--- config.mk ---
export PLATFORM = sky130hd
export DESIGN_NAME = fifo_wr_arbiter
export DESIGN_NICKNAME = d
export VERILOG_FILES = /design/src/rtl/fifo_wr_arbiter.sv
export SDC_FILE = /design/constraint.sdc
export NUM_CORES = 1
export LEC_CHECK = 0
export ABC_AREA = 1
export ABC_CLOCK_PERIOD_IN_PS = 2400
export CORE_MARGIN = 5
export CORE_UTILIZATION = 25
export DETAILED_ROUTE_END_ITERATION = 8
export PLACE_DENSITY_LB_ADDON = 0.12
export REMOVE_ABC_BUFFERS = 1
export SYNTH_ARGS = -nofsm -noshare
export SYNTH_HDL_FRONTEND = slang
export SYNTH_SLANG_ARGS = --single-unit
--- constraint.sdc ---
create_clock -name clk -period 2.4 [get_ports clk]
set_input_delay 0.24 -clock clk [delete_from_list [all_inputs] [get_ports clk]]
set_output_delay 0.24 -clock clk [all_outputs]
set_load 0.01 [all_outputs]
--- src/rtl/fifo_wr_arbiter.sv ---
// Round-robin arbiter sharing one synchronous FIFO write port among NREQ
// producers. One producer owns the port at a time for up to BURST writes;
// writes stall (without losing data) while the FIFO reports full.
module fifo_wr_arbiter #(
    parameter int N     = 8,
    parameter int NREQ  = 4,
    parameter int BURST = 2
) (
    input  logic              clk,
    input  logic              rst,
    input  logic [NREQ-1:0]   req,
    input  logic [NREQ*N-1:0] req_data,
    output logic [NREQ-1:0]   grant,
    output logic [NREQ-1:0]   ack,
    input  logic              fifo_status_full,
    output logic              fifo_wr_en,
    output logic [N-1:0]      fifo_data_in,
    output logic              busy
);

    localparam int OW = (NREQ > 1) ? $clog2(NREQ) : 1;
    localparam int CW = $clog2(BURST + 1);

    typedef enum logic {
        IDLE  = 1'b0,
        GRANT = 1'b1
    } state_t;

    state_t          state_reg, state_next;
    logic [OW-1:0]   owner_reg, owner_next;
    logic [OW-1:0]   last_owner_reg, last_owner_next;
    logic [CW-1:0]   burst_cnt_reg, burst_cnt_next;
    logic [NREQ-1:0] grant_reg, grant_next;
    logic            busy_reg, busy_next;

    logic [N-1:0]    req_word [NREQ];
    logic            pick_valid;
    logic [OW-1:0]   pick_idx;
    logic            owner_req;
    logic            write_en;
    logic            burst_done;

    // Unpack the flat producer data bus into one word per producer.
    generate
        for (genvar gi = 0; gi < NREQ; gi++) begin : g_unpack
            assign req_word[gi] = req_data[gi*N +: N];
        end
    endgenerate

    // Round-robin pick: first requester after last_owner, wrapping around.
    // The loop runs from farthest to nearest so the nearest candidate wins.
    always_comb begin
        pick_valid = 1'b0;
        pick_idx   = '0;
        for (int k = NREQ; k >= 1; k--) begin
            if (req[OW'((int'(last_owner_reg) + k) % NREQ)]) begin
                pick_valid = 1'b1;
                pick_idx   = OW'((int'(last_owner_reg) + k) % NREQ);
            end
        end
    end

    // A write happens only while granted, the owner still requests, the FIFO
    // has room and no reset is being applied in this cycle.
    assign owner_req  = req[owner_reg];
    assign write_en   = (state_reg == GRANT) && owner_req && !fifo_status_full && !rst;
    assign burst_done = (burst_cnt_reg == CW'(BURST - 1));

    assign fifo_wr_en   = write_en;
    assign fifo_data_in = ((state_reg == GRANT) && !rst) ? req_word[owner_reg] : '0;
    assign grant        = grant_reg;
    assign busy         = busy_reg;

    // Acknowledge only the owner, in the same cycle its word is written.
    generate
        for (genvar gi = 0; gi < NREQ; gi++) begin : g_ack
            assign ack[gi] = write_en && (owner_reg == OW'(gi));
        end
    endgenerate

    // Next-state logic: arbitrate in IDLE, count writes and release in GRANT.
    always_comb begin
        state_next      = state_reg;
        owner_next      = owner_reg;
        last_owner_next = last_owner_reg;
        burst_cnt_next  = burst_cnt_reg;
        grant_next      = grant_reg;
        busy_next       = busy_reg;
        case (state_reg)
            IDLE: begin
                if (pick_valid) begin
                    state_next     = GRANT;
                    owner_next     = pick_idx;
                    burst_cnt_next = '0;
                    grant_next     = NREQ'(1) << pick_idx;
                    busy_next      = 1'b1;
                end
            end
            GRANT: begin
                if (write_en) begin
                    burst_cnt_next = burst_cnt_reg + CW'(1);
                end
                // Release when the owner withdraws or its burst is used up.
                if (!owner_req || (write_en && burst_done)) begin
                    state_next      = IDLE;
                    grant_next      = '0;
                    busy_next       = 1'b0;
                    last_owner_next = owner_reg;
                end
            end
            default: begin
                state_next = IDLE;
                grant_next = '0;
                busy_next  = 1'b0;
            end
        endcase
    end

    // State registers; reset gives producer 0 first priority.
    always_ff @(posedge clk) begin
        if (rst) begin
            state_reg      <= IDLE;
            owner_reg      <= '0;
            last_owner_reg <= OW'(NREQ - 1);
            burst_cnt_reg  <= '0;
            grant_reg      <= '0;
            busy_reg       <= 1'b0;
        end else begin
            state_reg      <= state_next;
            owner_reg      <= owner_next;
            last_owner_reg <= last_owner_next;
            burst_cnt_reg  <= burst_cnt_next;
            grant_reg      <= grant_next;
            busy_reg       <= busy_next;
        end
    end

endmodule

---- Word-level counts from Yosys, hierarchy flattened ----
Index checks and enable logic that the tools add are counted.
word-level totals
  logic and storage cells ................. 83
  output and inout bits ................... 18
  bits in registers ....................... 12
  input bits .............................. 39
cells by class
  magnitude comparators ................... 6
  add/subtract/negate cells ............... 5
  bitwise operators ....................... 2
  reduce and logical (&&, ||, !) cells .... 18
  mux-type cells .......................... 38
  equality and inequality tests ........... 7
  shift operators ......................... 1
operators by type and width
  cell                   number
  $mux W8                3
  $mux W1                17
  $bmux W8 S2            1
  $lt A2 B4 Y1 const B   4
  $mux W2                6
  $bmux W1 S2            5
  $logic_and A1 B1 Y1    9
  $mux W4                2
  $pmux W4 S2            1
  $reduce_and A2 Y1      4
  $add A2 B1 Y2 const B  3
  $add A2 B2 Y2 const B  2
  $eq A2 B1 Y1 const B   2
  $eq A2 B2 Y1 const B   2
  $ne A2 B1 Y1 const B   2
  $pmux W1 S2            2
  $pmux W2 S2            1
  $shl A1 B2 Y4 const A  1
  $ge A3 B3 Y1 const B   1
  $logic_not A1 Y1       3
  $lt A2 B3 Y1 const B   1
  $not A2 Y3             1
  $logic_not A2 Y1       1
  $ne A2 B2 Y1 const B   1
  2 further kinds        2

---- Longest topological paths before layout ----
Gate-level depths: netlist (run 1).
  depth after elaboration ................. 11
  mapped depth ............................ 13
  mapped depth without buffers ............ 12

---- Worst setup path after synthesis (run 1) ----
OpenSTA, ideal clock, no wires.
  path type ............................... register to output
  from .................................... reg owner_reg[0]
  to ...................................... out ack[0]
  required time ........................... 2.160 ns
  path slack .............................. 0.959 ns
  cell stages (with the launch flop) ...... 8
  arrival ................................. 1.201 ns
  path through ............................ dfxtp_1 > buf_4 > nand2_1 > nor2_2 > a21oi_4 > nand2_4 > nand3_4 > nor3_1
on the way
  longest elaborated chain between the ends .. 6
  elaborated cells on any way between the ends .. 7
  classes of those cells .................. mux: 2; reduce/logical: 5
RTL lines
  element                            line  source
  start: declaration                 30    logic [OW-1:0] owner_reg, owner_next;
  start signal: assignment           130   owner_reg <= owner_next;
  $bmux W1 S2                        65    assign owner_req = req[owner_reg];
  $mux W1 (not written as such)      65
  $logic_and A1 B1 Y1 (3 in series)  66    assign write_en = (state_reg == GRANT) && owner_req && !fifo_status_full && !rst;
  $logic_and A1 B1 Y1 (*)            77    assign ack[gi] = write_en && (owner_reg == OW'(gi));
  end: declaration                   14    output logic [NREQ-1:0] ack,
Mark *: on every way between the ends. The rest lies on a longest branch, timed or not. The select of a mux whose other input is x is not followed.

---- Worst setup path after layout (run 1) ----
  from .................................... reg owner_reg[0]
  to ...................................... out ack[2]
The elaborated chain is that of the path after synthesis.

==> impl_metrics.env, run 1 <==
export IMPL_cts_setup_buffers=0
export IMPL_fin_worst_skew_ns=0.00380
export IMPL_critPathMaxStageDelay_ns=0.57
export IMPL_min_period_over_period_pct=92.6
export IMPL_r2r_start="last_owner_reg[0]"
export IMPL_dp_hpwl_um=2880
export IMPL_worst_pin_slew_ns=0.375
export IMPL_yosys_top_cells_count="nand2_1, inv_1, a22oi_1"
export IMPL_ff2ff_setup_slack_ns=0.81
export IMPL_totalPowerFinal_mw=1.14
export IMPL_fin_crit_ns=2.22
export IMPL_portBuffers=56
export IMPL_drc=0
export IMPL_async_flop_share_pct=0
export IMPL_synth_most_common_cell="nand2_1"
export IMPL_post_synth_cell_area_avg_um2=6.91
export IMPL_coreArea_um2=4090
export IMPL_diodes=0
export IMPL_ys_ff_latch=12
export IMPL_setup_viol=0
export IMPL_ys_warn_count=0
export IMPL_grt_pass1_vias=1205
export IMPL_slew_violations=0
export IMPL_cts_hold_buf=0
export IMPL_cp_slowest_cell="clkdlybuf4s50_1"
export IMPL_cp_start_kind="register"
export IMPL_cellLeakagePower_nw=0.734
export IMPL_crit_end="ack[2]"
export IMPL_nets=256
export IMPL_drt_iter0_drc=113
export IMPL_ys_types=29
export IMPL_layout_drive_gt1_share_pct=17.3
export IMPL_yosys_top_cells_area="dfxtp_1, nand2_1, a22oi_1"
export IMPL_gp_congestion=0.774
export IMPL_ys_flop_type="dfxtp_1"
export IMPL_final_fill_count=416
export IMPL_dr_pass1_iters=6
export IMPL_grt_pass1_wl_um=5420
export IMPL_synth_top_cell_area_share_pct=22.3
export IMPL_hold_viol=0
export IMPL_h_tree_depth=1
export IMPL_cts_root_buf="clkbuf_8"
export IMPL_cts_resized=0
export IMPL_syn2layout_area_growth_pct=60.4
export IMPL_cts_sinks=12
export IMPL_cp_required_ns=2.16
export IMPL_numCtsBuffers=3
export IMPL_grt_max_degree=11
export IMPL_grtUsageTotal_pct=12.0
export IMPL_max_cap_violations=0
export IMPL_status="completed"
export IMPL_r2r_end="grant[2]"
export IMPL_rsz0062_at_grt="false"
export IMPL_clock_latency_ns=0.24
export IMPL_core_rowCount=23
export IMPL_cp_end_kind="primary output"
export IMPL_crit_chain="buf_4 > nor2_8 > a21oi_4 > nand2_4 > nand3_4 > nor3_1 > clkdlybuf4s50_1"
export IMPL_synth_edf_count=0
export IMPL_clk_pin_slew_worst_paths_ns=0.05
export IMPL_cts_tree="built"
export IMPL_irDropWorstVdd_uv=361
export IMPL_initial_core_util_pct=26.4
export IMPL_arrival_ns=1.98
export IMPL_fin_setup_tns_ns=0
export IMPL_syn_inst=156
export IMPL_syn_area_um2=1080
export IMPL_hold_path_class="reg -> reg"
export IMPL_reg2regPathDepth=12
export IMPL_io_pins=57
export IMPL_viasPerCell=4.70
export IMPL_fmax_mhz=450
export IMPL_vias=1241
export IMPL_max_slew_margin_rel_pct=75.0
export IMPL_die_h_um=75.7
export IMPL_synth_top_cell_by_area="dfxtp_1"
export IMPL_fp_dieW_um=75.7
export IMPL_powerDensity_nw_per_um2=659
export IMPL_path_class="reg -> out"
export IMPL_crit_fanout=9
export IMPL_antenna_found_initial=0
export IMPL_post_route_util_pct=42.3
export IMPL_largest_reg_flops=4
export IMPL_drt_total_wl_um=3510
export IMPL_ant_nets=0
export IMPL_routedWlPerCell_um=13.3
export IMPL_clockBufferDepth=2
export IMPL_synth_seq_area_share_pct=22.3
export IMPL_grt_overflow=0
export IMPL_die_area_um2=5730
export IMPL_startpoint="owner_reg[0]"
==> layout by cell type, fill, tap and decap left out, types with 2 or more instances in the layout <==
| cell type | synthesis | final |
|---|---|---|
| inv_1 | 17 | 17 |
| nor3_1 | 2 | 2 |
| a22oi_1 | 16 | 16 |
| nand2_1 | 38 | 38 |
| buf_4 | 1 | 2 |
| nor2_1 | 4 | 4 |
| nor2_2 | 3 | 3 |
| clkdlybuf4s50_1 | 0 | 56 |
| inv_2 | 2 | 2 |
| o21ai_0 | 3 | 3 |
| dfxtp_1 | 12 | 10 |
| inv_4 | 2 | 2 |
| nand3_1 | 11 | 11 |
| clkbuf_8 | 0 | 3 |
| nand2_2 | 8 | 8 |
| a21oi_1 | 14 | 14 |
| o21ai_1 | 2 | 2 |
| a21oi_2 | 3 | 3 |
| a21oi_4 | 2 | 2 |
| dfxtp_2 | 0 | 2 |
| nand2_4 | 4 | 4 |
==> layer usage <==
layer	vias up	global-route usage (%)	share of wire, %
li1	643	-	-
met1	555	16.3	44
met2	40	19.5	48
met3	3	2.11	6.8
met4	0	3.69	0.83
met5	-	0	0
==> logic make-up after synthesis <==
kind of cell | after synthesis | synth area share [%]
buffers and inverters | 24 | 10.6
flip-flops | 12 | 22.3
AND/OR/NAND/NOR | 76 | 37.8
adder cells (fa/ha/maj) | 1 | 1.16
AO/OA/AOI/OAI | 43 | 28.2
==> per-stage QoR <==
step	cell area, um2	hold slack, ns	setup WS (ns)	cells
3_5_place_dp	1690	0.463	0.206	261
3_3_place_gp	1690	0.457	0.238	261
4_1_cts	1730	0.475	0.0416	264
5_1_grt	1730	0.487	0.00402	264
6_report	1730	0.470	0.178	264
2_1_floorplan	1050	0.302	0.786	153
==> worst min path at each step <==
stage | start | slack (ns) | to | depth (start not counted)
4_1_cts | grant[0] | 0.47 | grant[0] | 2
3_5_place_dp | busy | 0.46 | busy | 2
3_3_place_gp | burst_cnt_reg[0] | 0.46 | burst_cnt_reg[0] | 1
2_1_floorplan | rst | 0.30 | grant[0] | 1
5_1_grt | grant[0] | 0.49 | grant[0] | 2
6_report | grant[0] | 0.47 | grant[0] | 2
==> area by class of cell <==
cell class / instances / area, um2 / share of cell area, %
Timing Repair Buffer: 58 / 576 / 33.3
Clock buffer: 3 / 41.3 / 2.39
Inverter: 21 / 83.8 / 4.84
Tap cell: 50 / 62.6 / 3.62
Multi-Input combinational cell: 120 / 724 / 41.9
Sequential cell: 12 / 243 / 14.0
==> worst max-delay path: cells and delay by family (launching register included) <==
kind            cells  cell delay [ns]
flops               1             0.37
simple gates        4             0.55
compound gates      1             0.08
buf+inv             2             0.74
==> power breakdown <==
group / switching (mW) / total [mW] / internal (mW)
logic: 0.369 / 0.662 / 0.293
clock network: 0.0731 / 0.184 / 0.111
registers: 0.0525 / 0.295 / 0.243
total: 0.495 / 1.14 / 0.646
(Power assumes the default switching activity.)
==> inputs of run 2 (changes only) <==
--- a/config.mk
+++ b/config.mk
@@ -10,7 +10,7 @@
 export CORE_MARGIN = 5
 export CORE_UTILIZATION = 25
 export DETAILED_ROUTE_END_ITERATION = 8
-export PLACE_DENSITY_LB_ADDON = 0.12
+export PLACE_DENSITY = 0.58
 export REMOVE_ABC_BUFFERS = 1
 export SYNTH_ARGS = -nofsm -noshare
 export SYNTH_HDL_FRONTEND = slang
==> impl_metrics.env, run 2 (synthesis results as in run 1) <==
export IMPL_setup_ws_ns=0.145
export IMPL_final_cells=264
export IMPL_arrival_ns=2.01
export IMPL_hold_viol=0
export IMPL_irDropWorstVdd_uv=477
export IMPL_grt_pass1_vias=1115
export IMPL_powerDensity_nw_per_um2=657
export IMPL_portBuffers=56
export IMPL_cts_setup_buffers=0
export IMPL_dr_pass1_iters=4
export IMPL_fin_worst_skew_ns=0.000793
export IMPL_post_route_util_pct=42.3
export IMPL_die_area_um2=5730
export IMPL_worst_pin_slew_ns=0.357
export IMPL_final_common_cell="clkdlybuf4s50_1"
export IMPL_die_h_um=75.7
export IMPL_drt_total_wl_um=3460
export IMPL_clock_latency_ns=0.24
export IMPL_dp_cells=261
export IMPL_ff2ff_setup_slack_ns=0.85
export IMPL_fp_dieW_um=75.7
export IMPL_cts_sinks=12
export IMPL_path_class="reg -> out"
export IMPL_crit_fanout=9
export IMPL_routedWlPerCell_um=13.1
export IMPL_coreArea_um2=4090
export IMPL_core_rowCount=23
export IMPL_r2r_end="grant[3]"
export IMPL_drc=0
export IMPL_sw_frac_of_total_pct=43.2
export IMPL_p_seq_share_pct=25.9
export IMPL_grt_overflow=0
export IMPL_rsz0062_at_grt="false"
export IMPL_grtUsageTotal_pct=11.8
export IMPL_fin_crit_ns=2.25
export IMPL_pre_cts_slack_ns=0.240
export IMPL_fmax_mhz=443
export IMPL_ant_nets=0
export IMPL_h_tree_depth=1
export IMPL_min_to="burst_cnt_reg[0]"
export IMPL_cellLeakagePower_nw=0.734
export IMPL_setup_viol=0
export IMPL_grt_pass1_wl_um=5170
export IMPL_clk_pin_slew_worst_paths_ns=0.05
export IMPL_vias=1223
export IMPL_layout_drive_gt1_share_pct=16.8
export IMPL_antenna_found_initial=0
export IMPL_power_switching_uw=491
export IMPL_io_pins=57
export IMPL_min_from="burst_cnt_reg[0]"
export IMPL_hold_path_class="reg -> reg"
export IMPL_fin_setup_tns_ns=0
export IMPL_grt_max_degree=11
export IMPL_min_period_over_period_pct=94.0
export IMPL_largest_reg_flops=4
export IMPL_clockPowerShare_pct=16.0
export IMPL_multi_input_area_um2=724
export IMPL_final_fill_count=441
export IMPL_totalPowerFinal_mw=1.14
export IMPL_r2r_start="last_owner_reg[0]"
export IMPL_hold_slack_ns=0.469
export IMPL_numCtsBuffers=3
export IMPL_cp_end_kind="primary output"
export IMPL_cp_start_kind="register"
export IMPL_max_cap_violations=0
export IMPL_initial_core_util_pct=26.4
export IMPL_gp_congestion=0.823
export IMPL_power_frac_comb_pct=58.1
export IMPL_hold_path_cell_count=1
export IMPL_diodes=0
export IMPL_cts_tree="built"
export IMPL_cp_required_ns=2.16
export IMPL_seq_area_um2=241
export IMPL_postPlaceCellArea_um2=1690
export IMPL_final_cell_mix="clkdlybuf4s50_1, nand2_1, inv_1"
export IMPL_syn2layout_area_growth_pct=60.3
export IMPL_reg2regPathDepth=8
export IMPL_status="completed"
export IMPL_cts_root_buf="clkbuf_8"
export IMPL_dp_hpwl_um=2810
export IMPL_clockBufferDepth=2
export IMPL_nets=256
export IMPL_drt_iter0_drc=42
export IMPL_fin_area_um2=1730
export IMPL_viasPerCell=4.63
export IMPL_slew_violations=0
export IMPL_intPower_uw=645
export IMPL_max_slew_margin_rel_pct=76.1
==> run 2: cell counts in the layout (fill, tap and decap cells not counted) <==
No cell type changed its count.
==> run 2: routing by layer <==
| metal | routed length (um) | up-vias | global-route usage, % |
|---|---|---|---|
| met5 | 0 | - | 0 |
| met2 | 1580 | 37 | 17.9 |
| met4 | 86 | 0 | 5.83 |
| met3 | 205 | 9 | 1.72 |
| met1 | 1590 | 534 | 16.2 |
| li1 | - | 643 | - |
==> run 2: layout make-up <==
class	count	share of cell area (%)
multi-input cells	120	41.9
repair buffers	58	33.3
flip-flops and latches	12	14.0
inverters	21	4.85
well taps	50	3.62
clock buffers	3	2.39
==> run 2: how the worst max path moves through the flow <==
stage / startpoint / to / slack, ns / cells after the start
2_1_floorplan: owner_reg[0] / ack[0] / 0.79 / 6
3_3_place_gp: req[3] / ack[2] / 0.27 / 8
3_5_place_dp: req[3] / ack[0] / 0.24 / 8
4_1_cts: owner_reg[0] / ack[0] / 0.04 / 7
5_1_grt: owner_reg[1] / ack[2] / 0.0008 / 7
6_report: owner_reg[1] / ack[0] / 0.15 / 7
==> run 2: timing repair <==
action,4_1_cts,5_1_grt
gates resized for setup,0,1
hold buffers,0,0
hold endpoints to repair,0,0
setup endpoints to repair,0,11
==> run 2: power by group through the flow <==
| stage | sequential (mW) | combinational [mW] | clock, mW |
|---|---|---|---|
| final | 0.294 | 0.660 | 0.182 |
| after floorplan | 0.303 | 0.418 | 0 |
| after global routing | 0.301 | 0.736 | 0.198 |
| after detailed placement | 0.296 | 0.666 | 0 |
| after CTS | 0.292 | 0.669 | 0.191 |
| after global placement | 0.296 | 0.665 | 0 |
==> run 2: critical path: stages, from the launching register on <==
cell	delay, ns
dfxtp_1	0.43
inv_2	0.13
nor2_8	0.19
a21oi_4	0.08
nand2_4	0.10
nand3_4	0.11
nor3_1	0.16
clkdlybuf4s50_1	0.57
